==> src/rtl/plug_pkg.sv <==
// Shared letter codes and default plugboard pairs for the forward plugboard.
// PLUG_DEFAULT_PAIRS_EN selects the six-pair reset table instead of identity.
package plug_pkg;
    localparam int CHR_W = 5;
    localparam logic [CHR_W-1:0] CHR_MIN = 5'd1;
    localparam logic [CHR_W-1:0] CHR_MAX = 5'd26;

    localparam logic [CHR_W-1:0] CHR_A = 5'd1;
    localparam logic [CHR_W-1:0] CHR_B = 5'd2;
    localparam logic [CHR_W-1:0] CHR_C = 5'd3;
    localparam logic [CHR_W-1:0] CHR_D = 5'd4;
    localparam logic [CHR_W-1:0] CHR_E = 5'd5;
    localparam logic [CHR_W-1:0] CHR_F = 5'd6;
    localparam logic [CHR_W-1:0] CHR_G = 5'd7;
    localparam logic [CHR_W-1:0] CHR_H = 5'd8;
    localparam logic [CHR_W-1:0] CHR_I = 5'd9;
    localparam logic [CHR_W-1:0] CHR_J = 5'd10;
    localparam logic [CHR_W-1:0] CHR_K = 5'd11;
    localparam logic [CHR_W-1:0] CHR_L = 5'd12;
    localparam logic [CHR_W-1:0] CHR_M = 5'd13;
    localparam logic [CHR_W-1:0] CHR_N = 5'd14;
    localparam logic [CHR_W-1:0] CHR_O = 5'd15;
    localparam logic [CHR_W-1:0] CHR_P = 5'd16;
    localparam logic [CHR_W-1:0] CHR_Q = 5'd17;
    localparam logic [CHR_W-1:0] CHR_R = 5'd18;
    localparam logic [CHR_W-1:0] CHR_S = 5'd19;
    localparam logic [CHR_W-1:0] CHR_T = 5'd20;
    localparam logic [CHR_W-1:0] CHR_U = 5'd21;
    localparam logic [CHR_W-1:0] CHR_V = 5'd22;
    localparam logic [CHR_W-1:0] CHR_W_ = 5'd23;
    localparam logic [CHR_W-1:0] CHR_X = 5'd24;
    localparam logic [CHR_W-1:0] CHR_Y = 5'd25;
    localparam logic [CHR_W-1:0] CHR_Z = 5'd26;

    // Inverse of the fixed return-path swaps
    localparam int N_DEF = 6;
    localparam logic [N_DEF-1:0][CHR_W-1:0] DEF_PA =
        {CHR_R, CHR_O, CHR_E, CHR_L, CHR_K, CHR_A};
    localparam logic [N_DEF-1:0][CHR_W-1:0] DEF_PB =
        {CHR_S, CHR_P, CHR_U, CHR_Y, CHR_M, CHR_B};

`ifdef PLUG_DEFAULT_PAIRS_EN
    localparam logic [3:0] RST_CNT = 4'd6;
`else
    localparam logic [3:0] RST_CNT = 4'd0;
`endif

    function automatic logic chr_is_valid(input logic [CHR_W-1:0] c);
        return (c >= CHR_MIN) && (c <= CHR_MAX);
    endfunction
endpackage

==> src/rtl/plug_table.sv <==
// 32-entry involutive letter map with per-letter paired flags.
// Reset/clear contents depend on PLUG_DEFAULT_PAIRS_EN.
module plug_table
    import plug_pkg::*;
(
    input  logic             clk,
    input  logic             rst_n,
    input  logic             i_clr,
    input  logic             i_add,
    input  logic [CHR_W-1:0] i_a,
    input  logic [CHR_W-1:0] i_b,
    input  logic [CHR_W-1:0] i_lk_chr,
    output logic [CHR_W-1:0] o_lk_chr,
    output logic             o_can_pair
);
    logic [31:0][CHR_W-1:0] r_map;
    logic [31:0]            r_paired;

    function automatic logic [31:0][CHR_W-1:0] init_map();
        logic [31:0][CHR_W-1:0] m;
        for (int i = 0; i < 32; i++) m[i] = CHR_W'(i);
`ifdef PLUG_DEFAULT_PAIRS_EN
        for (int k = 0; k < N_DEF; k++) begin
            m[DEF_PA[k]] = DEF_PB[k];
            m[DEF_PB[k]] = DEF_PA[k];
        end
`endif
        return m;
    endfunction

    function automatic logic [31:0] init_paired();
        logic [31:0] p;
        p = '0;
`ifdef PLUG_DEFAULT_PAIRS_EN
        for (int k = 0; k < N_DEF; k++) begin
            p[DEF_PA[k]] = 1'b1;
            p[DEF_PB[k]] = 1'b1;
        end
`endif
        return p;
    endfunction

    assign o_lk_chr = chr_is_valid(i_lk_chr) ? r_map[i_lk_chr] : i_lk_chr;

    assign o_can_pair = chr_is_valid(i_a) && chr_is_valid(i_b)
                     && (i_a != i_b)
                     && !r_paired[i_a] && !r_paired[i_b];

    always_ff @(posedge clk or negedge rst_n) begin
        if (!rst_n) begin
            r_map    <= init_map();
            r_paired <= init_paired();
        end else if (i_clr) begin
            r_map    <= init_map();
            r_paired <= init_paired();
        end else if (i_add) begin
            r_map[i_a]    <= i_b;
            r_map[i_b]    <= i_a;
            r_paired[i_a] <= 1'b1;
            r_paired[i_b] <= 1'b1;
        end
    end
endmodule

==> src/rtl/plug_fwd.sv <==
// Forward-path plugboard: one registered valid/ready stage plus pair config.
// Build with PLUG_DEFAULT_PAIRS_EN to load six default pairs on reset/clear.
module plug_fwd
    import plug_pkg::*;
#(
    parameter int MAX_PAIRS = 10
) (
    input  logic             clk,
    input  logic             rst_n,
    input  logic             in_valid,
    output logic             in_ready,
    input  logic [CHR_W-1:0] in_chr,
    output logic             out_valid,
    input  logic             out_ready,
    output logic [CHR_W-1:0] out_chr,
    output logic             out_err,
    input  logic             cfg_wr,
    input  logic             cfg_clr,
    input  logic [CHR_W-1:0] cfg_a,
    input  logic [CHR_W-1:0] cfg_b,
    output logic             cfg_ack,
    output logic             cfg_err,
    output logic [3:0]       pair_cnt
);
    generate
        if (MAX_PAIRS < 1 || MAX_PAIRS > 13) begin : g_bad_max
            $error("plug_fwd: MAX_PAIRS must be 1..13");
        end
`ifdef PLUG_DEFAULT_PAIRS_EN
        if (MAX_PAIRS < N_DEF) begin : g_bad_def
            $error("plug_fwd: MAX_PAIRS too small for default pairs");
        end
`endif
    endgenerate

    logic             w_xfer;
    logic             w_full;
    logic             w_can_pair;
    logic             w_add;
    logic [CHR_W-1:0] w_lk;

    logic             r_out_valid;
    logic [CHR_W-1:0] r_out_chr;
    logic             r_out_err;
    logic             r_ack;
    logic             r_cerr;
    logic [3:0]       r_cnt;

    plug_table u_table (
        .clk        (clk),
        .rst_n      (rst_n),
        .i_clr      (cfg_clr),
        .i_add      (w_add),
        .i_a        (cfg_a),
        .i_b        (cfg_b),
        .i_lk_chr   (in_chr),
        .o_lk_chr   (w_lk),
        .o_can_pair (w_can_pair)
    );

    assign in_ready = !r_out_valid || out_ready;
    assign w_xfer   = in_valid && in_ready;
    assign w_full   = (r_cnt == 4'(MAX_PAIRS));
    // Clear wins: a write in the same cycle is silently dropped
    assign w_add    = cfg_wr && !cfg_clr && w_can_pair && !w_full;

    always_ff @(posedge clk or negedge rst_n) begin
        if (!rst_n) begin
            r_out_valid <= 1'b0;
            r_out_chr   <= '0;
            r_out_err   <= 1'b0;
        end else if (w_xfer) begin
            r_out_valid <= 1'b1;
            r_out_chr   <= w_lk;
            r_out_err   <= !chr_is_valid(in_chr);
        end else if (out_ready) begin
            r_out_valid <= 1'b0;
        end
    end

    always_ff @(posedge clk or negedge rst_n) begin
        if (!rst_n) begin
            r_ack  <= 1'b0;
            r_cerr <= 1'b0;
            r_cnt  <= RST_CNT;
        end else begin
            r_ack  <= w_add;
            r_cerr <= cfg_wr && !cfg_clr && !w_add;
            if (cfg_clr)
                r_cnt <= RST_CNT;
            else if (w_add)
                r_cnt <= r_cnt + 4'd1;
        end
    end

    assign out_valid = r_out_valid;
    assign out_chr   = r_out_chr;
    assign out_err   = r_out_err;
    assign cfg_ack   = r_ack;
    assign cfg_err   = r_cerr;
    assign pair_cnt  = r_cnt;
endmodule

==> config.mk <==
export PLATFORM = sky130hd
export DESIGN_NAME = plug_fwd
export DESIGN_NICKNAME = d
export VERILOG_FILES = /design/src/rtl/plug_pkg.sv /design/src/rtl/plug_table.sv /design/src/rtl/plug_fwd.sv
export SDC_FILE = /design/constraint.sdc
export NUM_CORES = 1
export LEC_CHECK = 0
export ABC_AREA = 1
export BUFFER_PORTS_ARGS = -buffer_cell sky130_fd_sc_hd__buf_2
export CORE_MARGIN = 4
export CORE_UTILIZATION = 40
export DETAILED_ROUTE_END_ITERATION = 8
export GPL_TIMING_DRIVEN = 0
export PLACE_DENSITY_LB_ADDON = 0.25
export SLEW_MARGIN = 20
export SYNTH_ARGS = -nofsm -noshare
export SYNTH_HDL_FRONTEND = slang
export SYNTH_SLANG_ARGS = --single-unit
==> constraint.sdc <==
create_clock -name clk -period 1.7 [get_ports clk]
set_input_delay 0.34 -clock clk [delete_from_list [all_inputs] [get_ports clk]]
set_output_delay 0.34 -clock clk [all_outputs]
set_load 0.01 [all_outputs]
==> results by stage <==
Run status:
- The run finished, with violations left.
- The checks that failed: design-rule violations, negative setup slack.

Clock network:
- The TritonCTS clock tree is built.
- The clock-pin slew on the worst setup and hold paths is 90 ps.
- The latest clock arrival within the worst-skew pair is 480 ps.
- The buffer type at the clock tree root is sky130_fd_sc_hd__clkbuf_16.
- The depth of the CTS H-tree is 4.
- Counting the buffers created by CTS gives 17.
- The clock net sink count is 195.
- The worst-case clock buffer depth is 2.

Timing:
- Clock skew on the completed layout was measured at 19.9 ps.
- The shortest period the worst path allows is 2150 ps.
- Headroom to the max-slew limit came out at 32.7%.
- The number of failing hold endpoints at the final stage is 0.
- The number of max-slew violations in the final report is 0.
- The slew at the pin closest to its max-slew limit is 1010 ps.
- Setup violations remaining at the end of the flow were counted as 162.
- Setup repair after global routing could not meet its margin everywhere.
- The worst-case setup margin in the final layout is -452 ps.
- The sum of negative setup slack is -55,550 ps.
- The share of the clock period used by the worst path is 127%.
- The maximum clock rate is 465 MHz.

Place:
- After legalization and detailed placement, the total HPWL measured 43,900 µm.
- The count of input and output buffers is 25.
- The worst slack at placement is -1190 ps.
- The global placer's final weighted congestion is 1.02.

Flow run:
- Max-cap violations in this run came to 0.

Setup path:
- In this design, the critical path's most frequently occurring cell is sky130_fd_sc_hd__nand2_1.
- The largest stage delay on the critical path is 420 ps.
- Traced cell by cell, the critical path runs through nand2_1, o21ai_0, nand2_1, nand2_1, nand2_1, nand2_1, nor2_2, nand2_2, nor2_4, buf_12, buf_12, nand4_1, nand2_1.
- The capturing element type of the critical path is a flip-flop.
- For this design, the slowest cell found on the critical path is sky130_fd_sc_hd__dfrtp_1.
- The data arrival time at the worst-slack endpoint is 2550 ps.
- The critical path contains buffers and inverters numbering 2 combined.
- The dominant delay contributor by cell family on the critical path is simple AND/OR/NAND/NOR gates.
- The highest net fanout along the worst path is 8.
- Data on the critical path is required at its endpoint by 2100 ps.
- STA classifies the critical path startpoint as a flip-flop.
- The startpoint-to-endpoint class of the critical path is flip-flop to flip-flop.

Floorplan:
- The vertical extent of the die is 183 µm.
- For this configuration, the core starts out at a cell density of 40.9%.
- The number of top-level design ports is 35.
- The core region is 29,900 µm².
- The die covers 33,400 µm².
- In this run the horizontal extent of the chip is 183 µm.
- The floorplan has 63 rows.

Drt:
- In the final routed layout, each cell accounts on average for 27.0 µm.
- The number of nets still failing antenna checks after routing is 0.
- Wires add up to 60,600 µm.
- The ratio of routed vias to standard cells is 6.17.
- The final route contains 13,900 vias.
- The number of iterations in the first detailed-routing pass is 9.
- After the first detailed-routing iteration, the DRC count stood at 1,671.
- For this run, design rule violations remaining after detail routing come to 2.

Synth:
- Of the synthesized area, sequential elements account for 40.7%.
- The netlist area before placement is 12,200 µm².
- The number of warning messages in the yosys log is 0.
- The post-synthesis cell count is 1,744.
- The post-synthesis average cell area is 7.01 µm².
- Synthesis produced a netlist with a net count of 1,767.
- After synthesis, the netlist uses 35 different library cells.
- After synthesis the netlist holds a flip-flop and latch count of 195.

GRT:
- The total overflow left after global routing is 0.
- Entering global routing, the biggest net connects 79 pins.
- The number of antenna violations at the first check in global routing was 1.
- The via count of the first global-routing pass is 13,000.
- The first-pass GRT wire length is 87,900 µm.
- Global routing used 35.7% of the available tracks across all layers.

Pwr:
- The maximum ir drop on the vdd rail is 0.700 mV.
- The power per cell area is 729 nW/µm².
- For this design the static power due to leakage is 7.09 nW.

Hold path:
- The path class of the tightest hold or removal check is input pin to flip-flop.

Final layout:
- The number of nets at the end of the flow is 1,867.
- The leading cell type in the layout, fill and taps excluded is sky130_fd_sc_hd__nand2_1.
- In the layout the commonest cells are 390 x sky130_fd_sc_hd__nand2_1, 162 x sky130_fd_sc_hd__nor2_1, 151 x sky130_fd_sc_hd__nand3_1.
- Relative to the synthesized area, the layout overhead comes to 32.3%.
- The count of inserted antenna diode cells is 0.
- Fill cells in the final layout number 2,853.
- Cells with a size suffix above 1 make up 29.8% of the layout.
==> where the power goes <==
part / leakage [nW] / switching [mW] / internal [mW]
registers: 2.45 / 0.129 / 4.89
clock network: 0.288 / 2.23 / 2.02
logic: 4.36 / 1.71 / 0.808
total: 7.09 / 4.07 / 7.71
==> kinds of logic after synthesis <==
group	synth area share, %
simple gates	36.4
compound gates	14.1
buf+inv	8.26
flops	40.7
xor+xnor	0.358
fa+ha+maj	0.205
==> metrics by stage <==
step	area [µm²]	hold slack [ps]	cells	power, mW	utilization, %
after floorplan	12600	44.4	1744	6.14	-
after global routing	16200	115	2247	12.1	54.1
after global placement	13300	455	2159	6.96	44.4
after CTS	15400	75.5	2232	11.6	51.6
after detailed placement	13300	247	2161	6.98	44.6
final	16200	96.7	2247	11.8	54.1
==> layer usage <==
layer  global-route usage (%)  share of wire (%)
met1                     49.8                 41
met2                     53.3                 43
met3                     9.16                 12
met4                     14.1                4.8
met5                        0                  0
==> repair_timing <==
| action | CTS | global route |
|---|---|---|
| resized for setup | 234 | 154 |
| endpoints found under the setup margin | 168 | 175 |
| hold buffers | 1 | 0 |
| hold endpoints to repair | 17 | 0 |
| setup buffers | 33 | 16 |
| pin swaps | 15 | 40 |
| cloned | 7 | 3 |
==> registers in the layout, indices dropped and copies added (netlist names) <==
name and count:
u_table.r_map 150, u_table.r_paired 32, out_chr 5, pair_cnt 4, cfg_ack 1, cfg_err 1, out_err 1, out_valid 1
==> tightest hold or removal path: stages <==
cell and delay (ps):
sky130_fd_sc_hd__buf_2 90, sky130_fd_sc_hd__inv_1 70, sky130_fd_sc_hd__nor2_2 40
==> synth_stat cells <==
| library cell | instances | area (µm²) |
|---|---|---|
| sky130_fd_sc_hd__ha_1 | 2 | 25.0 |
| sky130_fd_sc_hd__o22ai_1 | 48 | 300 |
| sky130_fd_sc_hd__nand4_1 | 31 | 194 |
| sky130_fd_sc_hd__nand3_2 | 20 | 200 |
| sky130_fd_sc_hd__buf_1 | 21 | 78.8 |
| sky130_fd_sc_hd__o21bai_4 | 1 | 18.8 |
| sky130_fd_sc_hd__dfstp_2 | 74 | 1940 |
| sky130_fd_sc_hd__o21ai_1 | 4 | 20.0 |
| sky130_fd_sc_hd__clkinv_1 | 5 | 18.8 |
| sky130_fd_sc_hd__nand2_2 | 6 | 37.5 |
| sky130_fd_sc_hd__o211ai_1 | 49 | 368 |
| sky130_fd_sc_hd__inv_2 | 10 | 37.5 |
| sky130_fd_sc_hd__nor2_1 | 174 | 653 |
| sky130_fd_sc_hd__dfrtp_1 | 121 | 3030 |
| sky130_fd_sc_hd__o21bai_1 | 1 | 7.51 |
| sky130_fd_sc_hd__nor3_1 | 7 | 35.0 |
| sky130_fd_sc_hd__nand3_1 | 316 | 1580 |
| sky130_fd_sc_hd__inv_1 | 106 | 398 |
| sky130_fd_sc_hd__nand3b_1 | 2 | 15.0 |
| sky130_fd_sc_hd__buf_2 | 21 | 105 |
| sky130_fd_sc_hd__a31oi_1 | 3 | 18.8 |
| sky130_fd_sc_hd__buf_4 | 7 | 52.6 |
| sky130_fd_sc_hd__nor2_2 | 3 | 18.8 |
| sky130_fd_sc_hd__nand2_1 | 438 | 1640 |
| sky130_fd_sc_hd__or2_2 | 6 | 37.5 |
| sky130_fd_sc_hd__o21ai_0 | 128 | 641 |
| sky130_fd_sc_hd__buf_6 | 9 | 101 |
| sky130_fd_sc_hd__o31ai_1 | 6 | 45.0 |
| sky130_fd_sc_hd__clkbuf_1 | 58 | 218 |
| sky130_fd_sc_hd__o2111ai_1 | 1 | 8.76 |
| sky130_fd_sc_hd__and3_1 | 1 | 6.26 |
| sky130_fd_sc_hd__nor3_2 | 3 | 30.0 |
| sky130_fd_sc_hd__xor2_1 | 5 | 43.8 |
| sky130_fd_sc_hd__a21oi_1 | 55 | 275 |
| sky130_fd_sc_hd__a21boi_0 | 2 | 15.0 |
==> worst paths after layout <==
check                                      from            endpoint  slack, ps  depth (start not counted)
setup / recovery           u_table.r_paired[11]  u_table.r_map[130]       -450                         13
hold / removal                           cfg_wr             cfg_err        100                          3
setup reg to reg           u_table.r_paired[11]  u_table.r_map[130]       -450                         13
hold reg to reg              u_table.r_map[138]  u_table.r_map[138]        470                          2
max in group asynchronous                 rst_n   u_table.r_map[62]        230                          4
min in group asynchronous                 rst_n   u_table.r_map[92]        340                          2
==> final cells by class <==
class / count / area [µm²] / share of cell area [%]
flip-flops and latches: 195 / 4970 / 30.8
multi-input cells: 1312 / 7840 / 48.5
clock inverters: 14 / 154 / 0.952
well taps: 390 / 488 / 3.02
repair buffers: 83 / 1000 / 6.21
inverters: 121 / 479 / 2.96
plain buffers: 114 / 787 / 4.87
clock buffers: 18 / 439 / 2.72
Note: power is estimated with default switching activity, not from simulation.
